--- src/rtl/fact_job_sequencer.sv ---
// Round-robin bus master that runs factorial jobs on a shared 4-register accelerator.
// Each granted job writes n, sets start, polls for done, reads the result, clears start and waits for idle.
module fact_job_sequencer #(
    parameter int NREQ    = 2,
    parameter int TIMEOUT = 64
) (
    input  logic                 clk,
    input  logic                 reset,
    input  logic [NREQ-1:0]      req_valid,
    input  logic [NREQ*32-1:0]   req_n,
    output logic [NREQ-1:0]      req_ready,
    output logic [NREQ-1:0]      rsp_valid,
    output logic [31:0]          rsp_result,
    output logic                 rsp_error,
    output logic                 busy,
    output logic [1:0]           acc_addr,
    output logic [31:0]          acc_din,
    output logic                 acc_we,
    input  logic [31:0]          acc_dout
);

    localparam int IW = $clog2(NREQ);
    localparam int TW = $clog2(TIMEOUT);
    localparam logic [TW-1:0] TLAST = TW'(TIMEOUT - 1);

    typedef enum logic [2:0] {
        S_IDLE, S_WR_N, S_WR_GO, S_POLL_DONE, S_RD_RES, S_WR_CLR, S_POLL_IDLE, S_RESP
    } state_t;

    state_t          state_q, state_d;
    logic [TW-1:0]   timer_q, timer_d;
    logic [31:0]     n_q, n_d;
    logic [IW-1:0]   id_q, id_d;
    logic [IW-1:0]   rr_q, rr_d;
    logic [31:0]     res_q, res_d;
    logic            err_q, err_d;
    logic [31:0]     rsp_result_q, rsp_result_d;
    logic            rsp_error_q, rsp_error_d;

    logic            any_req;
    logic [IW-1:0]   grant;
    logic [IW:0]     cand;

    // Rotating priority: the search starts one past the last granted requester.
    always_comb begin
        any_req = 1'b0;
        grant   = '0;
        cand    = '0;
        for (int k = 1; k <= NREQ; k++) begin
            cand = {1'b0, rr_q} + (IW+1)'(k);
            if (cand >= (IW+1)'(NREQ)) cand = cand - (IW+1)'(NREQ);
            if (!any_req && req_valid[cand[IW-1:0]]) begin
                any_req = 1'b1;
                grant   = cand[IW-1:0];
            end
        end
    end

    // NOTE: every flop uses non-blocking assignment so all registers update from the same pre-edge values.
    always_ff @(posedge clk or posedge reset) begin
        if (reset) begin
            state_q      <= S_IDLE;
            timer_q      <= '0;
            n_q          <= '0;
            id_q         <= '0;
            rr_q         <= IW'(NREQ - 1);
            res_q        <= '0;
            err_q        <= 1'b0;
            rsp_result_q <= '0;
            rsp_error_q  <= 1'b0;
        end else begin
            state_q      <= state_d;
            timer_q      <= timer_d;
            n_q          <= n_d;
            id_q         <= id_d;
            rr_q         <= rr_d;
            res_q        <= res_d;
            err_q        <= err_d;
            rsp_result_q <= rsp_result_d;
            rsp_error_q  <= rsp_error_d;
        end
    end

    // NOTE: each _d starts as its _q so no path through the case leaves a value unassigned (no latches).
    always_comb begin
        state_d      = state_q;
        timer_d      = timer_q;
        n_d          = n_q;
        id_d         = id_q;
        rr_d         = rr_q;
        res_d        = res_q;
        err_d        = err_q;
        rsp_result_d = rsp_result_q;
        rsp_error_d  = rsp_error_q;
        unique case (state_q)
            S_IDLE: if (any_req) begin
                n_d     = req_n[32*grant +: 32];
                id_d    = grant;
                rr_d    = grant;
                state_d = S_WR_N;
            end
            S_WR_N:  state_d = S_WR_GO;
            S_WR_GO: begin
                state_d = S_POLL_DONE;
                timer_d = '0;
            end
            S_POLL_DONE: begin
                if (acc_dout[1] || (!acc_dout[0] && timer_q == TLAST)) begin
                    err_d   = 1'b1;
                    res_d   = '0;
                    state_d = S_WR_CLR;
                end else if (acc_dout[0]) begin
                    state_d = S_RD_RES;
                end else begin
                    timer_d = timer_q + 1'b1;
                end
            end
            S_RD_RES: begin
                res_d   = acc_dout;
                err_d   = 1'b0;
                state_d = S_WR_CLR;
            end
            S_WR_CLR: begin
                state_d = S_POLL_IDLE;
                timer_d = '0;
            end
            S_POLL_IDLE: begin
                if (acc_dout[1:0] == 2'b00) begin
                    state_d = S_RESP;
                end else if (timer_q == TLAST) begin
                    err_d   = 1'b1;
                    res_d   = '0;
                    state_d = S_RESP;
                end else begin
                    timer_d = timer_q + 1'b1;
                end
            end
            S_RESP: state_d = S_IDLE;
        endcase
        if (state_q == S_POLL_IDLE && state_d == S_RESP) begin
            rsp_result_d = res_d;
            rsp_error_d  = err_d;
        end
    end

    // Outputs are forced to zero while reset is held, including the IDLE status address.
    always_comb begin
        acc_addr  = 2'd0;
        acc_din   = '0;
        acc_we    = 1'b0;
        busy      = 1'b0;
        rsp_valid = '0;
        req_ready = '0;
        if (!reset) begin
            busy = (state_q != S_IDLE);
            unique case (state_q)
                S_IDLE: begin
                    acc_addr = 2'd2;
                    if (any_req) req_ready[grant] = 1'b1;
                end
                S_WR_N: begin
                    acc_addr = 2'd0;
                    acc_din  = n_q;
                    acc_we   = 1'b1;
                end
                S_WR_GO: begin
                    acc_addr = 2'd3;
                    acc_din  = 32'd1;
                    acc_we   = 1'b1;
                end
                S_POLL_DONE, S_POLL_IDLE: acc_addr = 2'd2;
                S_RD_RES: acc_addr = 2'd1;
                S_WR_CLR: begin
                    acc_addr = 2'd3;
                    acc_we   = 1'b1;
                end
                S_RESP: begin
                    acc_addr        = 2'd2;
                    rsp_valid[id_q] = 1'b1;
                end
            endcase
        end
    end

    assign rsp_result = rsp_result_q;
    assign rsp_error  = rsp_error_q;

endmodule

--- config.mk ---
export PLATFORM = sky130hd
export DESIGN_NAME = fact_job_sequencer
export DESIGN_NICKNAME = d
export VERILOG_FILES = /design/src/rtl/fact_job_sequencer.sv
export SDC_FILE = /design/constraint.sdc
export NUM_CORES = 1
export LEC_CHECK = 0
export ABC_AREA = 1
export BUFFER_PORTS_ARGS = -buffer_cell sky130_fd_sc_hd__buf_2
export CAP_MARGIN = 20
export CORE_MARGIN = 2
export CORE_UTILIZATION = 28
export DETAILED_ROUTE_END_ITERATION = 6
export GPL_TIMING_DRIVEN = 0
export PLACE_DENSITY = 0.52
export SETUP_SLACK_MARGIN = 0.3
export SYNTH_ARGS = -nofsm -noshare
export SYNTH_HDL_FRONTEND = slang
export SYNTH_SLANG_ARGS = --single-unit
--- constraint.sdc ---
create_clock -name clk -period 9.5 [get_ports clk]
set_clock_uncertainty 0.2 [all_clocks]
set_input_delay 0.475 -clock clk [delete_from_list [all_inputs] [get_ports clk]]
set_output_delay 0.475 -clock clk [all_outputs]
set_load 0.02 [all_outputs]
==> results of run 1 <==
registers in the layout, indices dropped and copies added (netlist names):
signal      flops
n_q            32
res_q          32
rsp_result     32
timer_q         6
state_q         3
err_q           1
id_q            1
rr_q            1
rsp_error       1
worst max path at each step:
stage          start     endpoint  slack, ns  depth (start not counted)
2_1_floorplan  reset  acc_din[10]       4.94                          5
3_3_place_gp   reset  acc_din[12]       3.03                          6
3_5_place_dp   reset  acc_din[12]       6.17                          7
4_1_cts        reset  acc_din[12]       6.17                          7
5_1_grt        reset  acc_din[12]       6.01                          7
6_report       reset  acc_din[12]       6.26                          7
layout by cell type, fill, tap and decap left out, drive strengths merged:
master    netlist  layout
a21oi           1       1
buf            18     190
clkbuf         14      23
clkinv          1       4
clkinvlp        0       1
dfrtp         108     108
dfstp           1       1
diode           0       1
ha              1       1
inv            51      54
nand2         232     232
nand3          70      70
nand4           1       1
nor2           53      53
nor3            4       4
nor4            2       2
o211ai         31      31
o21ai          12      12
o22ai           1       1
o32ai           1       1
xnor2           1       1
xor2            2       2
layout make-up:
class	instances	area (um2)	area share (%)
Antenna cell	1	2.50	0.0388
Buffer	32	158	2.44
Clock buffer	9	225	3.49
Clock inverter	7	68.8	1.07
Inverter	52	200	3.10
Multi-Input combinational cell	412	1910	29.5
Sequential cell	109	2730	42.3
Tap cell	225	282	4.36
Timing Repair Buffer	172	883	13.7
stage by stage:
step / std cells / area (um2) / total power (uW) / setup WS, ns / utilization (%)
finish: 1019 / 6450 / 2030 / 6.26 / 37.2
global route: 1019 / 6450 / 2200 / 6.01 / 37.2
CTS: 1018 / 6450 / 2070 / 6.17 / 37.2
detailed placement: 1002 / 6160 / 1680 / 6.17 / 35.5
global placement: 1001 / 6120 / 1670 / 3.03 / 35.3
floorplan: 605 / 4990 / 1400 / 4.94 / -
Yosys cell counts (all sizes together):
library cell    n  area, um2
a21oi           1       5.00
buf            18        105
clkbuf         14       52.6
clkinv          1       3.75
dfrtp         108       2700
dfstp           1       26.3
ha              1       12.5
inv            51        191
nand2         232        923
nand3          70        368
nand4           1       6.26
nor2           53        211
nor3            4       25.0
nor4            2       12.5
o211ai         31        233
o21ai          12       67.6
o22ai           1       6.26
o32ai           1       8.76
xnor2           1       8.76
xor2            2       17.5
tightest hold or removal path, delay by kind of cell:
kind	cells	cell delay, ns
simple gates	2	0.11
buf+inv	1	0.07
metal layers:
metal / wire, um / vias to the layer above
met5: 11 / -
met4: 201 / 2
met3: 1250 / 15
met2: 6160 / 154
met1: 6750 / 2061
li1: - / 2287
cells by family (layout without fill, tap and decap cells):
group | after synthesis | count (layout) | synth area share [%]
adder cells (fa/ha/maj) | 1 | 1 | 0.251
AO/OA/AOI/OAI | 46 | 46 | 6.42
buffers and inverters | 84 | 272 | 7.07
other | 0 | 1 | 0
AND/OR/NAND/NOR | 362 | 362 | 31.0
XOR/XNOR | 3 | 3 | 0.527
flip-flops | 109 | 109 | 54.7
report_power, final:
part / switching, uW / internal, uW / leakage (uW)
logic: 576 / 293 / 0.00199
registers: 94.2 / 692 / 0.00142
clock network: 192 / 185 / 0.000143
==> flow_summary.yaml, run 1 <==
setup_path:
  crit_path_frequent_cell: "clkbuf_1"
  critPathCaptureType: "primary output"
  critical_path_arrival_ns: 2.56
  slowest_stage: "clkbuf_1"
  critPathLaunchType: "primary input"
  cp_max_fo: 94
  reg2regPathDepth: 7
  r2r-start: "timer_q[0]"
  r2r_end: "rsp_result[2]"
  path_cells: "clkbuf_1, inv_6, buf_16, nand2_1, clkbuf_1, nor2_1, buf_2"
  crit_buf_inv: 5
  crit_type: "primary input to primary output"
  rrSetupSlack_ns: 7.42
  crit_required_ns: 8.83
  max_stage_delay_ns: 0.55
  cp_top_family: "buffers and inverters"
outcome:
  run_status: "finished, final reports clean"
grt:
  use_met1_pct: 21.2
  antenna_found_initial: 2
  met3_usage_pct: 4.75
  grt_pass1_vias: 4442
  top_usage_layer: "met2"
  use_met2_pct: 23.6
  grt.total_usage_pct: 15.6
  overflow: 0
  grt_pass1_wl_um: 23000
  grt_max_degree: 95
die:
  dieArea_um2: 18900
  pin_count: 173
  rows: 48
  die_h_um: 137
  initial_core_util_pct: 28.7
  core-area_um2: 17400
  die-width_um: 137
sta:
  rsz0062_at_grt: "no"
  hold_slack_ns: 0.132
  setup_viol: 0
  relSlewSlack_pct: 50.6
  clock.fmax_mhz: 309
  fin_crit_sh_pct: 34.1
  fin_crit_ns: 3.24
  setup-tns-final_ns: 0
  hold_viol_final: 0
  slew_violations: 0
  tightestPinTransition_ns: 0.741
synth:
  synth-warning-count: 0
  syn_nets: 706
  avgSynthCellArea_um2: 8.24
  synth_area_um2: 4990
  yosys_register_bits: 109
  ys_seq_area_share_pct: 54.7
  ys_types: 31
  netlist_instances: 605
clock_network:
  cts_resized: 0
  cts_made_buffers: 9
  cts_root_buf: "clkbuf_16"
  ctsHoldBuffers: 0
  cts.path.max_buffers: 2
  cts_max_level: 3
  cts_tree: "done"
  cts_sinks: 109
  clk_pin_slew_ns: 0.08
  clk_latency_ns: 0.36
  cts_setup_buffers: 0
power:
  leakage_uw: 0.00355
  ir_drop_mv: 0.105
  power_density_nw_per_um2: 315
drt:
  routed_wirelength_um: 14400
  post_drt_wl_per_cell_um: 14.1
  route.detailed.drc: 0
  vias: 4519
  dr.pass1.iters: 4
  ant_nets: 0
  drtIter0Drc: 176
  vias_per_cell: 4.43
final_layout:
  drive_gt1_share_pct: 30.3
  area_growth_syn_to_layout_pct: 29.4
  final_nets: 889
  fill_cells: 1840
hold_path:
  hold_end: "res_q[4]"
  whs_path_depth: 3
  hp-class: "primary input to register"
  min_from: "acc_dout[4]"
place:
  gp_congestion: 0.809
  dp_hpwl_um: 10600
  port_buffers: 171
job:
  cap_violations: 0
Note: power is estimated with default switching activity, not from simulation.
==> run 2: changes to the inputs <==
==> constraint.sdc (replaced) <==
create_clock -name clk -period 3.2 [get_ports clk]
set_clock_uncertainty 0.2 [all_clocks]
set_input_delay 0.16 -clock clk [delete_from_list [all_inputs] [get_ports clk]]
set_output_delay 0.16 -clock clk [all_outputs]
set_load 0.02 [all_outputs]
==> run 2 against run 1 <==
Effect of this change: critical path depth did not move; sequential share of layout area fell by 6.0 points; register-to-register slack got worse by 6.7 ns; sequential cell count is the same; clock-buffer cell count is 2 higher; final area increased by 17%; non-clock buffer count increased by 99; core utilization is 6.2 points higher.
==> flow_summary.yaml, run 2 (same netlist as run 1, synthesis figures left out) <==
setup_path:
  crit_path_frequent_cell: "nand2_1"
  crit_type: "register to register"
  r2r-start: "rr_q"
  critPathLaunch: "rr_q"
  rrSetupSlack_ns: 0.72
  critPathCapture: "n_q[2]"
  crit_required_ns: 3.24
  reg2regPathDepth: 7
  max_stage_delay_ns: 0.58
  critPathCaptureType: "register"
  slowest_stage: "dlygate4sd3_1"
  critPathLaunchType: "register"
  critical_path_arrival_ns: 2.52
  cp_max_fo: 10
  r2r_end: "n_q[2]"
  path_cells: "nand2_1, nand2_1, clkinv_1, clkbuf_1, nand3_1, o211ai_1, dlygate4sd3_1"
sta:
  tightestPinTransition_ns: 0.526
  hold_viol_final: 0
  slew_violations: 0
  rsz0062_at_grt: "no"
  relSlewSlack_pct: 64.9
  fin_crit_ns: 2.48
  fin_crit_sh_pct: 77.5
  setup_viol: 0
  clock.fmax_mhz: 403
drt:
  post_drt_wl_per_cell_um: 13.8
  ant_nets: 0
  vias: 4900
  drtIter0Drc: 167
  route.detailed.drc: 0
  routed_wirelength_um: 15400
  dr.pass1.iters: 4
  vias_per_cell: 4.39
grt:
  grt_max_degree: 42
  overflow: 0
  grt_pass1_wl_um: 25000
  antenna_found_initial: 0
  grt.total_usage_pct: 16.9
  grt_pass1_vias: 5047
power:
  leakage_uw: 0.00401
  p_total_uw: 6550
  ir_drop_mv: 0.344
  power_density_nw_per_um2: 871
job:
  cap_violations: 0
die:
  rows: 48
  die_h_um: 137
  die-width_um: 137
  pin_count: 173
  core-area_um2: 17400
  dieArea_um2: 18900
  initial_core_util_pct: 28.7
clock_network:
  cts_made_buffers: 9
  cts_root_buf: "clkbuf_16"
  cts.path.max_buffers: 2
  cts_sinks: 109
  cts_tree: "done"
  cts_resized: 0
  cts_max_level: 3
  clk_pin_slew_ns: 0.08
  clk_latency_ns: 0.35
place:
  gp_congestion: 0.762
  dp_hpwl_um: 10700
  port_buffers: 171
final_layout:
  drive_gt1_share_pct: 27.8
  seq_area_um2: 2730
  fill_cells: 1769
  layout_commonest_cell: "nand2_1"
  antennaDiodeCount: 0
  post-route-util_pct: 43.3
  final_cell_mix: "nand2_1, buf_2, dfrtp_1"
  area_growth_syn_to_layout_pct: 50.8
  multi_input_area_um2: 1930
  final_nets: 988
outcome:
  run_status: "finished, final reports clean"
hold_path:
  hp-class: "register to register"
[run 2: cell count changes in the layout (fill, tap and decap cells not counted), moves of 2 or more]
cell           change
dlygate4sd3_1     +97
nor2_1             -4
buf_12             +3
nor2_4             +3
clkbuf_1           -2
clkbuf_4           +2
[run 2: metal layers]
layer	wire length, um	GRT usage, %
met5	0	0
met4	229	5.27
met3	1040	4.19
met2	6950	28.1
met1	7160	21.7
[run 2: power by group]
group	total, uW	switching, uW	internal [uW]	leakage [uW]
logic	3060	1800	1260	0.00245
registers	2340	285	2050	0.00142
clock network	1160	537	619	0.000142
[run 2: what timing repair did]
action / in CTS / in global routing
endpoints found under the hold margin: 128 / 0
hold buffers: 98 / 0
setup buffers: 0 / 0
[run 2: how the worst min path moves through the flow]
stage	startpoint	to	depth (start not counted)
global route	rr_q	rr_q	2
global placement	acc_dout[2]	res_q[2]	3
CTS	rr_q	rr_q	2
floorplan	acc_dout[18]	res_q[18]	2
finish	rr_q	rr_q	2
detailed placement	acc_dout[15]	res_q[15]	3
[run 2: layout make-up]
cell class / count / share of cell area (%)
clock inverter: 5 / 0.882
clock buffer: 11 / 3.09
multi-input combinational: 412 / 25.7
timing repair buffer: 271 / 25.1
sequential: 109 / 36.3
buffer: 32 / 2.61
tap: 225 / 3.74
inverter: 52 / 2.64
[run 2: through the flow]
step | cell area, um2 | setup TNS, ns | worst slack, ns | cells | hold WS, ns
6_report | 7520 | 0 | 0.719 | 1117 | 0.268
5_1_grt | 7520 | 0 | 0.512 | 1117 | 0.282
4_1_cts | 7520 | 0 | 0.679 | 1117 | 0.269
3_5_place_dp | 6230 | 0 | 0.733 | 1003 | 0.194
3_3_place_gp | 6190 | -34.15 | -1.16 | 1001 | 0.194
2_1_floorplan | 5050 | 0 | 0.216 | 605 | 0.0958
[run 2: critical path, delay by kind of cell (launching register included)]
family          cells  cell delay (ns)
buf+inv             3             1.14
flops               1             0.54
simple gates        3             0.39
compound gates      1             0.10
